--- src/rtl/fetch_prefetch.sv ---
// Instruction fetch unit: single-outstanding memory requester feeding a small prefetch queue
// ahead of the if_id registers. Optional macro FETCH_BYPASS_EN forwards a response straight to if_id.
module fetch_prefetch #(
  parameter int                ADDR_W     = 32,
  parameter int                DEPTH      = 4,
  parameter logic [ADDR_W-1:0] RESET_PC   = 32'h0,
  parameter logic [ADDR_W-1:0] EXC_VECTOR = 32'd64
) (
  input  logic              clock,
  input  logic              reset,
  input  logic              ex_if_stall,
  input  logic              id_if_selpcsource,
  input  logic [ADDR_W-1:0] id_if_rega,
  input  logic [ADDR_W-1:0] id_if_pcimd2ext,
  input  logic [ADDR_W-1:0] id_if_pcindex,
  input  logic [1:0]        id_if_selpctype,
  output logic              if_mc_en,
  output logic [ADDR_W-1:0] if_mc_addr,
  input  logic [ADDR_W-1:0] mc_if_data,
  input  logic              mc_if_valid,
  output logic [ADDR_W-1:0] if_id_instruc,
  output logic [ADDR_W-1:0] if_id_nextpc,
  output logic              if_id_valid
);

  localparam int                PTR_W    = $clog2(DEPTH);
  localparam int                CNT_W    = PTR_W + 1;
  localparam logic [CNT_W-1:0]  FULL_CNT = CNT_W'(DEPTH);
  localparam logic [ADDR_W-1:0] PC_STEP  = ADDR_W'(3'd4);

  logic [ADDR_W-1:0] pc_r;
  logic [ADDR_W-1:0] addr_r;
  logic              busy_r;
  logic              discard_r;
  logic [ADDR_W-1:0] q_instr_r [DEPTH];
  logic [ADDR_W-1:0] q_npc_r   [DEPTH];
  logic [PTR_W-1:0]  wr_ptr_r;
  logic [PTR_W-1:0]  rd_ptr_r;
  logic [CNT_W-1:0]  count_r;
  logic [ADDR_W-1:0] instr_r;
  logic [ADDR_W-1:0] npc_r;
  logic              valid_r;

  logic [ADDR_W-1:0] target_s;
  logic [ADDR_W-1:0] next_pc_s;
  logic              resp_s;
  logic              take_s;
  logic              empty_s;
  logic              issue_s;
  logic              pop_s;
  logic              push_s;
  logic              bypass_s;

  // A response only counts while a request is outstanding; a redirect in the same cycle voids it.
  assign resp_s    = busy_r & mc_if_valid;
  assign take_s    = resp_s & ~discard_r & ~id_if_selpcsource;
  assign empty_s   = (count_r == {CNT_W{1'b0}});
  assign issue_s   = ~busy_r & (count_r < FULL_CNT) & ~id_if_selpcsource;
  assign pop_s     = ~id_if_selpcsource & ~ex_if_stall & ~empty_s;
  assign next_pc_s = pc_r + PC_STEP;
`ifdef FETCH_BYPASS_EN
  assign bypass_s  = take_s & empty_s & ~ex_if_stall;
`else
  assign bypass_s  = 1'b0;
`endif
  assign push_s    = take_s & ~bypass_s;

  // Redirect target selection.
  always_comb begin
    target_s = EXC_VECTOR;
    case (id_if_selpctype)
      2'b00:   target_s = id_if_pcimd2ext;
      2'b01:   target_s = id_if_rega;
      2'b10:   target_s = id_if_pcindex;
      default: target_s = EXC_VECTOR;
    endcase
  end

  // Fetch PC and memory request handshake; an outstanding request stays on the bus across a redirect.
  always_ff @(posedge clock or posedge reset) begin
    if (reset) begin
      pc_r      <= RESET_PC;
      addr_r    <= RESET_PC;
      busy_r    <= 1'b0;
      discard_r <= 1'b0;
    end else if (id_if_selpcsource) begin
      pc_r      <= target_s;
      busy_r    <= busy_r & ~mc_if_valid;
      discard_r <= busy_r & ~mc_if_valid;
    end else if (resp_s) begin
      busy_r    <= 1'b0;
      discard_r <= 1'b0;
      if (!discard_r) begin
        pc_r <= next_pc_s;
      end
    end else if (issue_s) begin
      busy_r <= 1'b1;
      addr_r <= pc_r;
    end
  end

  // Queue pointers and occupancy; a redirect empties the queue.
  always_ff @(posedge clock or posedge reset) begin
    if (reset) begin
      wr_ptr_r <= {PTR_W{1'b0}};
      rd_ptr_r <= {PTR_W{1'b0}};
      count_r  <= {CNT_W{1'b0}};
    end else if (id_if_selpcsource) begin
      wr_ptr_r <= {PTR_W{1'b0}};
      rd_ptr_r <= {PTR_W{1'b0}};
      count_r  <= {CNT_W{1'b0}};
    end else begin
      if (push_s) begin
        wr_ptr_r <= wr_ptr_r + PTR_W'(1'b1);
      end
      if (pop_s) begin
        rd_ptr_r <= rd_ptr_r + PTR_W'(1'b1);
      end
      case ({push_s, pop_s})
        2'b10:   count_r <= count_r + CNT_W'(1'b1);
        2'b01:   count_r <= count_r - CNT_W'(1'b1);
        default: count_r <= count_r;
      endcase
    end
  end

  // Queue storage; entries are only read while counted as valid, so no reset is needed.
  always_ff @(posedge clock) begin
    if (push_s) begin
      q_instr_r[wr_ptr_r] <= mc_if_data;
      q_npc_r[wr_ptr_r]   <= next_pc_s;
    end
  end

  // if_id stage registers: frozen under stall, invalidated by redirect.
  always_ff @(posedge clock or posedge reset) begin
    if (reset) begin
      instr_r <= {ADDR_W{1'b0}};
      npc_r   <= {ADDR_W{1'b0}};
      valid_r <= 1'b0;
    end else if (id_if_selpcsource) begin
      valid_r <= 1'b0;
    end else if (!ex_if_stall) begin
      if (bypass_s) begin
        instr_r <= mc_if_data;
        npc_r   <= next_pc_s;
        valid_r <= 1'b1;
      end else if (pop_s) begin
        instr_r <= q_instr_r[rd_ptr_r];
        npc_r   <= q_npc_r[rd_ptr_r];
        valid_r <= 1'b1;
      end else begin
        valid_r <= 1'b0;
      end
    end
  end

  assign if_mc_en      = busy_r;
  assign if_mc_addr    = addr_r;
  assign if_id_instruc = instr_r;
  assign if_id_nextpc  = npc_r;
  assign if_id_valid   = valid_r;

endmodule
--- config.mk ---
export PLATFORM = sky130hd
export DESIGN_NAME = fetch_prefetch
export DESIGN_NICKNAME = d
export VERILOG_FILES = /design/src/rtl/fetch_prefetch.sv
export SDC_FILE = /design/constraint.sdc
export NUM_CORES = 1
export LEC_CHECK = 0
export CAP_MARGIN = 20
export CORE_UTILIZATION = 59
export CTS_CLUSTER_DIAMETER = 30
export DETAILED_ROUTE_END_ITERATION = 16
export GPL_TIMING_DRIVEN = 0
export PLACE_DENSITY_LB_ADDON = 0.15
export SETUP_SLACK_MARGIN = 0.5
export SLEW_MARGIN = 20
export SYNTH_ARGS = -nofsm -noshare
export SYNTH_HDL_FRONTEND = slang
export SYNTH_SLANG_ARGS = --single-unit
--- constraint.sdc ---
create_clock -name clock -period 6.7 [get_ports clock]
set_input_delay 1.34 -clock clock [delete_from_list [all_inputs] [get_ports clock]]
set_output_delay 1.34 -clock clock [all_outputs]
set_load 0.05 [all_outputs]
-- After elaboration in Yosys (flattened, before gate mapping)
Memories as Yosys holds them, arrays and structs flattened. A register that Yosys moved wholly into a read port is not among the register bits.
Cells that the tools add are included.
- $add $sub $neg: 5
- magnitude comparators: 1
- equality and inequality tests: 6
- muxes and demuxes: 20
- bitwise logic cells: 15
- reductions and logical operators: 10
- operator list (cell ; number):
    32-bit 2-to-1 mux ; 3
    32-bit case mux with 3 select lines ; 1
    32-bit by 3-bit adder with 32-bit output (second input constant) ; 1
    1-bit 2-to-1 mux ; 10
    1-bit AND ; 8
    2-bit 2-to-1 mux ; 4
    1-bit NOT ; 7
    3-bit case mux with 2 select lines ; 1
    3-bit AND reduction ; 2
    2-bit nonzero test ; 3
    3-bit nonzero test ; 2
    2-bit by 1-bit adder with 2-bit output (second input constant) ; 2
    2-bit by 1-bit equality test with 1-bit output (second input constant) ; 2
    2-bit equality test (second input constant) ; 2
    3-bit by 1-bit adder with 3-bit output (second input constant) ; 1
    3-bit zero test ; 1
    3-bit less-than comparator (second input constant) ; 1
    3-bit 2-to-1 mux ; 1
    3-bit by 1-bit subtractor with 3-bit output (second input constant) ; 1
    2-bit zero test ; 1
    2-bit by 1-bit != test with 1-bit output (second input constant) ; 1
    2-bit != test (second input constant) ; 1
    2-bit AND reduction ; 1
- register bits after elaboration: 74
- memory bits (writable): 256
- input bits: 135
- output and inout bits: 98
- logic and storage cells: 67
- memories kept: 2
- memories (name ; depth ; bits a word ; rd ports ; clocked after memory_dff ; write ports ; line ; RTL):
    q_instr_r ; 4 ; 32 ; 1 ; 1 ; 1 ; 35 ; logic [ADDR_W-1:0] q_instr_r [DEPTH];
    q_npc_r ; 4 ; 32 ; 1 ; 1 ; 1 ; 36 ; logic [ADDR_W-1:0] q_npc_r [DEPTH];

-- Logic depth before layout (Yosys ltp)
Gate-level depths: netlist of run 1.
- depth in word-level cells: 6
- mapped depth: 7
- mapped depth without buffers: 5

-- Least setup slack after synthesis of run 1
No wires, ideal clock.
- path kind: input-to-reg
- start: in mc_if_valid
- end: mem q_instr_r[0][0] (enable)
- arrival: 3.609 ns
- required time: 6.271 ns
- slack: 2.662 ns
- cell stages on the path: 5
- path buffers: 3
- cell sequence: and3b_1 > buf_2 > buf_2 > buf_2 > and3_1
- longest elaborated chain between the ends: 5
- RTL lines (element ; line ; RTL):
    start: declaration ; 20 ; input logic mc_if_valid,
    1-bit AND ; 55 ; assign resp_s = busy_r & mc_if_valid;
    1-bit AND (2 in a row) ; 56 ; assign take_s = resp_s & ~discard_r & ~id_if_selpcsource;
    1-bit 2-to-1 mux ; 129 ; if (push_s) begin
    1-bit 2-to-1 mux (implied by the code) ; 130 ; q_instr_r[wr_ptr_r] <= mc_if_data;
    end: declaration ; 35 ;
No other way between the ends.

-- Worst setup path in the final report of run 1
- start: in mc_if_valid
- end: mem q_npc_r[3][17] (enable)
- longest elaborated chain between the ends: 5
- RTL lines (element ; line ; RTL):
    1-bit AND ; 55 ;
    1-bit AND (2 in a row) ; 56 ;
    1-bit 2-to-1 mux ; 129 ;
    1-bit 2-to-1 mux (implied by the code) ; 131 ; q_npc_r[wr_ptr_r] <= next_pc_s;
    end: declaration ; 36 ;
No other way between the ends.

==> results.sh, run 1 <==
export IMPL_path_clk_slew_ps=50
export IMPL_switching_power_mw=2.77
export IMPL_holdPathStages=1
export IMPL_multi_input_area_sq_mm=0.00494
export IMPL_syn_avg_cell_area_sq_um=16.7
export IMPL_status="completed"
export IMPL_area_growth_pct=31.9
export IMPL_arrival_ps=3830
export IMPL_post_place_ws_ps=2550
export IMPL_gp_congestion=0.881
export IMPL_combPwrFrac=0.253
export IMPL_synth_distinct_cells=53
export IMPL_grt_use_total=0.281
export IMPL_powerDensity_mw_per_mm2=403
export IMPL_grt_overflow=0
export IMPL_grt_pass1_wl_mm=59.6
export IMPL_nets=1433
export IMPL_worstSetupPathType="in -> reg"
export IMPL_reg2reg_depth=7
export IMPL_rows=60
export IMPL_cts_buffers_inserted=70
export IMPL_cts_setup_buffers=0
export IMPL_p_seq_frac=0.358
export IMPL_drtAntennaViolNets=0
export IMPL_cp_required_ps=6940
export IMPL_seq_area_frac_synth=0.677
export IMPL_htree_levels=3
export IMPL_cts_buffer_depth=3
export IMPL_initial_core_util=0.606
export IMPL_drt_initial_drc_count=758
export IMPL_wire_per_inst_microns=22.5
export IMPL_min_from="if_id_instruc[23]"
export IMPL_worstMarginPinSlew_ps=821
export IMPL_path_max_fanout=35
export IMPL_synth_seq_cells=394
export IMPL_rsz0062_at_grt="false"
export IMPL_clock_latency_ps=560
export IMPL_syn_num_nets=1125
export IMPL_synth_edf_count=256
export IMPL_drive_above_1_share=0.245
export IMPL_hold_path_class="reg -> reg"
export IMPL_grt_pass1_vias=10699
export IMPL_rr_endpoint="q_npc_r[3][17]"
export IMPL_dr_pass1_iters=5
export IMPL_grt_max_degree=87
export IMPL_regArea_sq_mm=0.0111
export IMPL_die_x_microns=169
export IMPL_worst_slack_ps=3110
export IMPL_ff2ff_setup_slack_ps=3950
export IMPL_synth_flop_cell="edfxtp_1"
export IMPL_synthCells=984
export IMPL_fillers=1544
export IMPL_antennaDiodeCount=0
export IMPL_whs_endpoint="if_id_instruc[23]"
export IMPL_leakage_nw=7.90
export IMPL_async_flop_share=0.350
export IMPL_min_period_ps=3590
export IMPL_clkSinkCount=394
export IMPL_p_int_mw=5.97
export IMPL_final_max_slew_viol_count=0
export IMPL_finalHoldViolCount=0
export IMPL_synth_warnings=0
export IMPL_clock_power_share=0.389
export IMPL_start_kind="input pin"
export IMPL_antenna_found_initial=0
export IMPL_cts_resized=0
export IMPL_drc=0
export IMPL_p_sw_frac=0.317
export IMPL_dp_final_hpwl_mm=24.8
export IMPL_setup_viol=0
export IMPL_netlist_area_sq_mm=0.0165
export IMPL_io_pin_count=233
export IMPL_vias_per_cell=5.87
export IMPL_slew_headroom=0.448
export IMPL_hold_slack_ps=499
export IMPL_ctsHoldBuffers=0
export IMPL_finClkSkew_ps=23.8
export IMPL_cts_tree="done"
export IMPL_routed_wl_mm=38.8
export IMPL_reg2reg_from="if_mc_en"
export IMPL_die_area_sq_mm=0.0286
export IMPL_max_cap_violations=0
export IMPL_core_sq_mm=0.0272
export IMPL_power_mw=8.74
export IMPL_fmax_mhz=279
export IMPL_die_h_microns=169
export IMPL_vias=10110
export IMPL_ir_drop_uv=240
export IMPL_root_buffer="clkbuf_16"
export IMPL_place_port_buffers=231
export IMPL_worstSetupEndpointType="register"
export IMPL_fin_crit_sh=0.536
## power by group through the flow
| stage | logic [mW] | registers [mW] | clock network, mW |
|---|---|---|---|
| floorplan | 0.530 | 4.02 | 0 |
| global placement | 2.16 | 3.15 | 0 |
| detailed placement | 2.20 | 3.16 | 0 |
| CTS | 2.23 | 3.13 | 3.44 |
| global route | 2.31 | 3.16 | 3.55 |
| finish | 2.21 | 3.13 | 3.40 |
## cells in the final DEF (no fill, tap or decap), drive strengths merged, types with 9 or more instances in the layout
master         netlist  layout
mux4                64      64
o2bb2ai             13      13
nor2                31      31
nand3               28      28
and4                 9       9
clkinv               0      22
mux2                97      97
clkdlybuf4s50        0     231
clkbuf              30     126
xor2                14      14
dfrtp              138     138
buf                 39      44
and3                 9       9
a31oi               12      12
mux2i               36      36
o21ai               22      22
nor3                12      12
inv                 14      21
edfxtp             256     256
nand2               33      33
xnor2               28      28
a21oi                9       9
a211oi              10      10
nand4               14      14
## synthesized netlist by cell type, types with 2 or more instances
cell type | count | area share
a211oi_1 | 10 | 0.0046
a21oi_1 | 9 | 0.0027
a22oi_1 | 3 | 0.0014
a31oi_1 | 12 | 0.0046
a41oi_1 | 2 | 0.0011
and2_1 | 3 | 0.0011
and3_1 | 8 | 0.0030
and4_1 | 8 | 0.0043
buf_1 | 2 | 0.00046
buf_2 | 29 | 0.0088
buf_4 | 3 | 0.0014
buf_6 | 4 | 0.0027
clkbuf_1 | 30 | 0.0068
dfrtp_1 | 138 | 0.21
edfxtp_1 | 256 | 0.47
ha_1 | 5 | 0.0038
inv_1 | 14 | 0.0032
mux2_2 | 97 | 0.066
mux2i_1 | 36 | 0.022
mux4_2 | 64 | 0.088
nand2_1 | 33 | 0.0075
nand3_1 | 28 | 0.0085
nand4_1 | 8 | 0.0030
nand4_2 | 5 | 0.0038
nor2_1 | 31 | 0.0071
nor2b_1 | 3 | 0.0011
nor3_1 | 12 | 0.0036
nor4_1 | 7 | 0.0027
o211ai_1 | 4 | 0.0018
o21ai_0 | 21 | 0.0064
o2bb2ai_1 | 13 | 0.0069
o31a_1 | 5 | 0.0027
o31ai_1 | 8 | 0.0036
or2_2 | 3 | 0.0011
or3_1 | 5 | 0.0019
or4_1 | 8 | 0.0036
xnor2_1 | 28 | 0.015
xor2_1 | 14 | 0.0074
## stage by stage
step,cells,util,TNS (ps),instance area [sq um]
after global placement,1587,0.708,-113870,19200
after CTS,1722,0.799,0,21700
final,1722,0.799,0,21700
after global routing,1722,0.799,0,21700
after floorplan,984,-,0,16500
after detailed placement,1592,0.713,0,19400
## worst max-delay path, stage by stage
cell             delay [ps]
clkdlybuf4s50_1         550
and3b_1                 170
buf_2                   210
buf_2                   310
buf_2                   290
and3_4                  620
buf_12                  300
## metal layers
layer | GRT usage | up-vias | part of all wire
li1 | - | 4475 | -
met1 | 0.341 | 5059 | 0.38
met2 | 0.489 | 506 | 0.51
met3 | 0.0645 | 70 | 0.074
met4 | 0.114 | 0 | 0.028
met5 | 0 | - | 0
## layout make-up
cell class | count | area share
Sequential cell | 394 | 0.513
Multi-Input combinational cell | 507 | 0.228
Timing Repair Buffer | 236 | 0.112
Clock buffer | 96 | 0.0913
Tap cell | 372 | 0.0214
Clock inverter | 34 | 0.0161
Buffer | 69 | 0.0160
Inverter | 14 | 0.00277
## sequential cells by signal, summed over array words and instances (netlist names), 2 cells and up
name,cells
q_instr_r,128
if_mc_addr,32
if_id_instruc,32
q_npc_r,128
if_id_nextpc,32
rd_ptr_r,2
wr_ptr_r,2
count_r,3
pc_r,32
## cells by family after synthesis
family	share of synthesized area
AO/OA/AOI/OAI	0.0377
XOR/XNOR	0.0223
adder cells (fa/ha/maj)	0.00502
buffers and inverters	0.0243
flip-flops	0.677
multiplexers	0.176
AND/OR/NAND/NOR	0.0582
## worst max path at each step
stage | startpoint | end
3_5_place_dp | mc_if_valid | q_instr_r[1][27]
3_3_place_gp | reset | if_mc_addr[24]
6_report | mc_if_valid | q_npc_r[3][17]
4_1_cts | mc_if_valid | q_instr_r[1][10]
5_1_grt | mc_if_valid | q_instr_r[3][23]
2_1_floorplan | reset | count_r[0]
(Power assumes the default switching activity.)
==> inputs of run 2 (changes only) <==
--- a/config.mk
+++ b/config.mk
@@ -6,7 +6,7 @@
 export NUM_CORES = 1
 export LEC_CHECK = 0
 export CAP_MARGIN = 20
-export CORE_UTILIZATION = 59
+export CORE_UTILIZATION = 49
 export CTS_CLUSTER_DIAMETER = 30
 export DETAILED_ROUTE_END_ITERATION = 16
 export GPL_TIMING_DRIVEN = 0
==> constraint.sdc (replaced) <==
create_clock -name clock -period 2.97 [get_ports clock]
set_input_delay 0.594 -clock clock [delete_from_list [all_inputs] [get_ports clock]]
set_output_delay 0.594 -clock clock [all_outputs]
set_load 0.05 [all_outputs]
==> run 2 against run 1 <==
  * Cell area grew 4.1%
  * Register-to-register slack lost 3300 ps
  * Cell count is 6.1% higher
  * Global-route usage shrank 3.9 points
  * Hold slack lost 13 ps
==> results.sh, run 2 (synthesis gave the netlist of run 1 again) <==
export IMPL_ir_drop_uv=509
export IMPL_drtAntennaViolNets=0
export IMPL_rsz0062_at_grt="false"
export IMPL_cts_buffer_depth=3
export IMPL_max_cap_violations=0
export IMPL_htree_levels=3
export IMPL_hold_path_class="in -> async"
export IMPL_p_seq_frac=0.325
export IMPL_grt_max_degree=44
export IMPL_path_max_fanout=2
export IMPL_slew_headroom=0.493
export IMPL_power_mw=21.7
export IMPL_path_clk_slew_ps=50
export IMPL_clkSinkCount=394
export IMPL_clock_latency_ps=570
export IMPL_drc=0
export IMPL_dp_final_hpwl_mm=25.4
export IMPL_leakage_nw=8.25
export IMPL_reg2reg_depth=4
export IMPL_vias=10090
export IMPL_grt_use_total=0.242
export IMPL_cts_tree="done"
export IMPL_fmax_mhz=410
export IMPL_antennaDiodeCount=0
export IMPL_root_buffer="clkbuf_16"
export IMPL_worstSetupPathType="reg -> out"
export IMPL_arrival_ps=1840
export IMPL_dr_pass1_iters=5
export IMPL_worstMarginPinSlew_ps=760
export IMPL_combPwrFrac=0.231
export IMPL_fin_util=0.689
export IMPL_drt_initial_drc_count=727
export IMPL_antenna_found_initial=0
export IMPL_final_cell_mix="edfxtp_1, clkdlybuf4s50_1, dfrtp_1"
export IMPL_core_sq_mm=0.0328
export IMPL_final_max_slew_viol_count=0
export IMPL_grt_pass1_vias=10460
export IMPL_grt_pass1_wl_mm=61.2
export IMPL_cp_required_ps=2380
export IMPL_wire_per_inst_microns=22.0
export IMPL_die_h_microns=185
export IMPL_start_kind="register"
export IMPL_nets=1457
export IMPL_p_int_mw=15.2
export IMPL_ff2ff_setup_slack_ps=610
export IMPL_vias_per_cell=5.52
export IMPL_fillers=2238
export IMPL_io_pin_count=233
export IMPL_hold_slack_ps=486
export IMPL_min_period_ps=2440
export IMPL_critPathSlowestCell="clkdlybuf4s50_1"
export IMPL_clock_power_share=0.444
export IMPL_worst_path_buf_inv=1
export IMPL_grt_overflow=0
export IMPL_slowest_delay_ps=840
export IMPL_reg_top3="q_instr_r: 128 flops, q_npc_r: 128 flops"
export IMPL_routed_wl_mm=40.3
export IMPL_final_common_cell="edfxtp_1"
export IMPL_fin_crit_sh=0.821
export IMPL_gp_congestion=0.869
export IMPL_status="completed"
export IMPL_cts_buffers_inserted=82
export IMPL_initial_core_util=0.502
export IMPL_reg2reg_from="rd_ptr_r[1]"
export IMPL_powerDensity_mw_per_mm2=958
export IMPL_worstSetupEndpointType="output port"
export IMPL_rows=66
export IMPL_finalHoldViolCount=0
export IMPL_cp_top_family="buffers and inverters"
export IMPL_die_x_microns=185
export IMPL_finClkSkew_ps=20.0
export IMPL_area_growth_pct=37.2
export IMPL_drive_above_1_share=0.268
export IMPL_die_area_sq_mm=0.0343
export IMPL_p_sw_frac=0.297
export IMPL_path_cells="clkdlybuf4s50_1"
export IMPL_place_port_buffers=231
export IMPL_switching_power_mw=6.42
export IMPL_setup_viol=0
export IMPL_rr_endpoint="if_id_nextpc[13]"
export IMPL_finalSetupTns_ps=0
export IMPL_ctsHoldBuffers=0
[run 2: worst max path at each step]
stage / cells after the start / to / from
5_1_grt: 1 / if_mc_addr[14] / if_mc_addr[14]
3_5_place_dp: 6 / q_instr_r[0][21] / mc_if_valid
3_3_place_gp: 2 / if_mc_en / reset
6_report: 1 / if_mc_addr[14] / if_mc_addr[14]
2_1_floorplan: 6 / q_instr_r[1][0] / if_mc_en
4_1_cts: 6 / q_instr_r[0][11] / mc_if_valid
[run 2: through the flow]
step | instance area, sq um | setup slack (ps) | instances
after floorplan | 16500 | 255 | 984
after global placement | 19300 | -1180 | 1657
after detailed placement | 19500 | -565 | 1664
after CTS | 22600 | 471 | 1827
after global routing | 22600 | 519 | 1827
final | 22600 | 532 | 1827
[run 2: cell type report]
cell class                 instances  area [sq um]  share of cell area
multi-input combinational        513          5020               0.222
clock buffer                     100          2190              0.0970
buffer                            69           364              0.0161
sequential                       394         11100               0.493
timing repair buffer             242          2500               0.111
tap                              442           553              0.0245
clock inverter                    53           764              0.0338
inverter                          14          56.3             0.00249
[run 2: layer usage]
layer / track usage / up-vias / part of all wire / wire length [microns]
li1: - / 4564 / - / -
met1: 0.310 / 5068 / 0.41 / 16600
met2: 0.409 / 394 / 0.50 / 20200
met3: 0.0578 / 64 / 0.067 / 2680
met4: 0.0737 / 0 / 0.019 / 773
met5: 0 / - / 0 / 0
[run 2: timing repair]
item,4_1_cts,5_1_grt
endpoints found under the setup margin,239,225
resized for setup,8,8
cloned,6,0
pin swaps,5,0
setup buffers,4,0
[run 2: power by group through the flow]
stage          Clock (mW)  Combinational (mW)  Sequential [mW]
3_3_place_gp            0                4.92             7.11
2_1_floorplan           0                1.20             9.06
4_1_cts              9.73                5.04             7.05
3_5_place_dp            0                4.98             7.13
6_report             9.62                5.00             7.04
5_1_grt              10.0                5.24             7.12
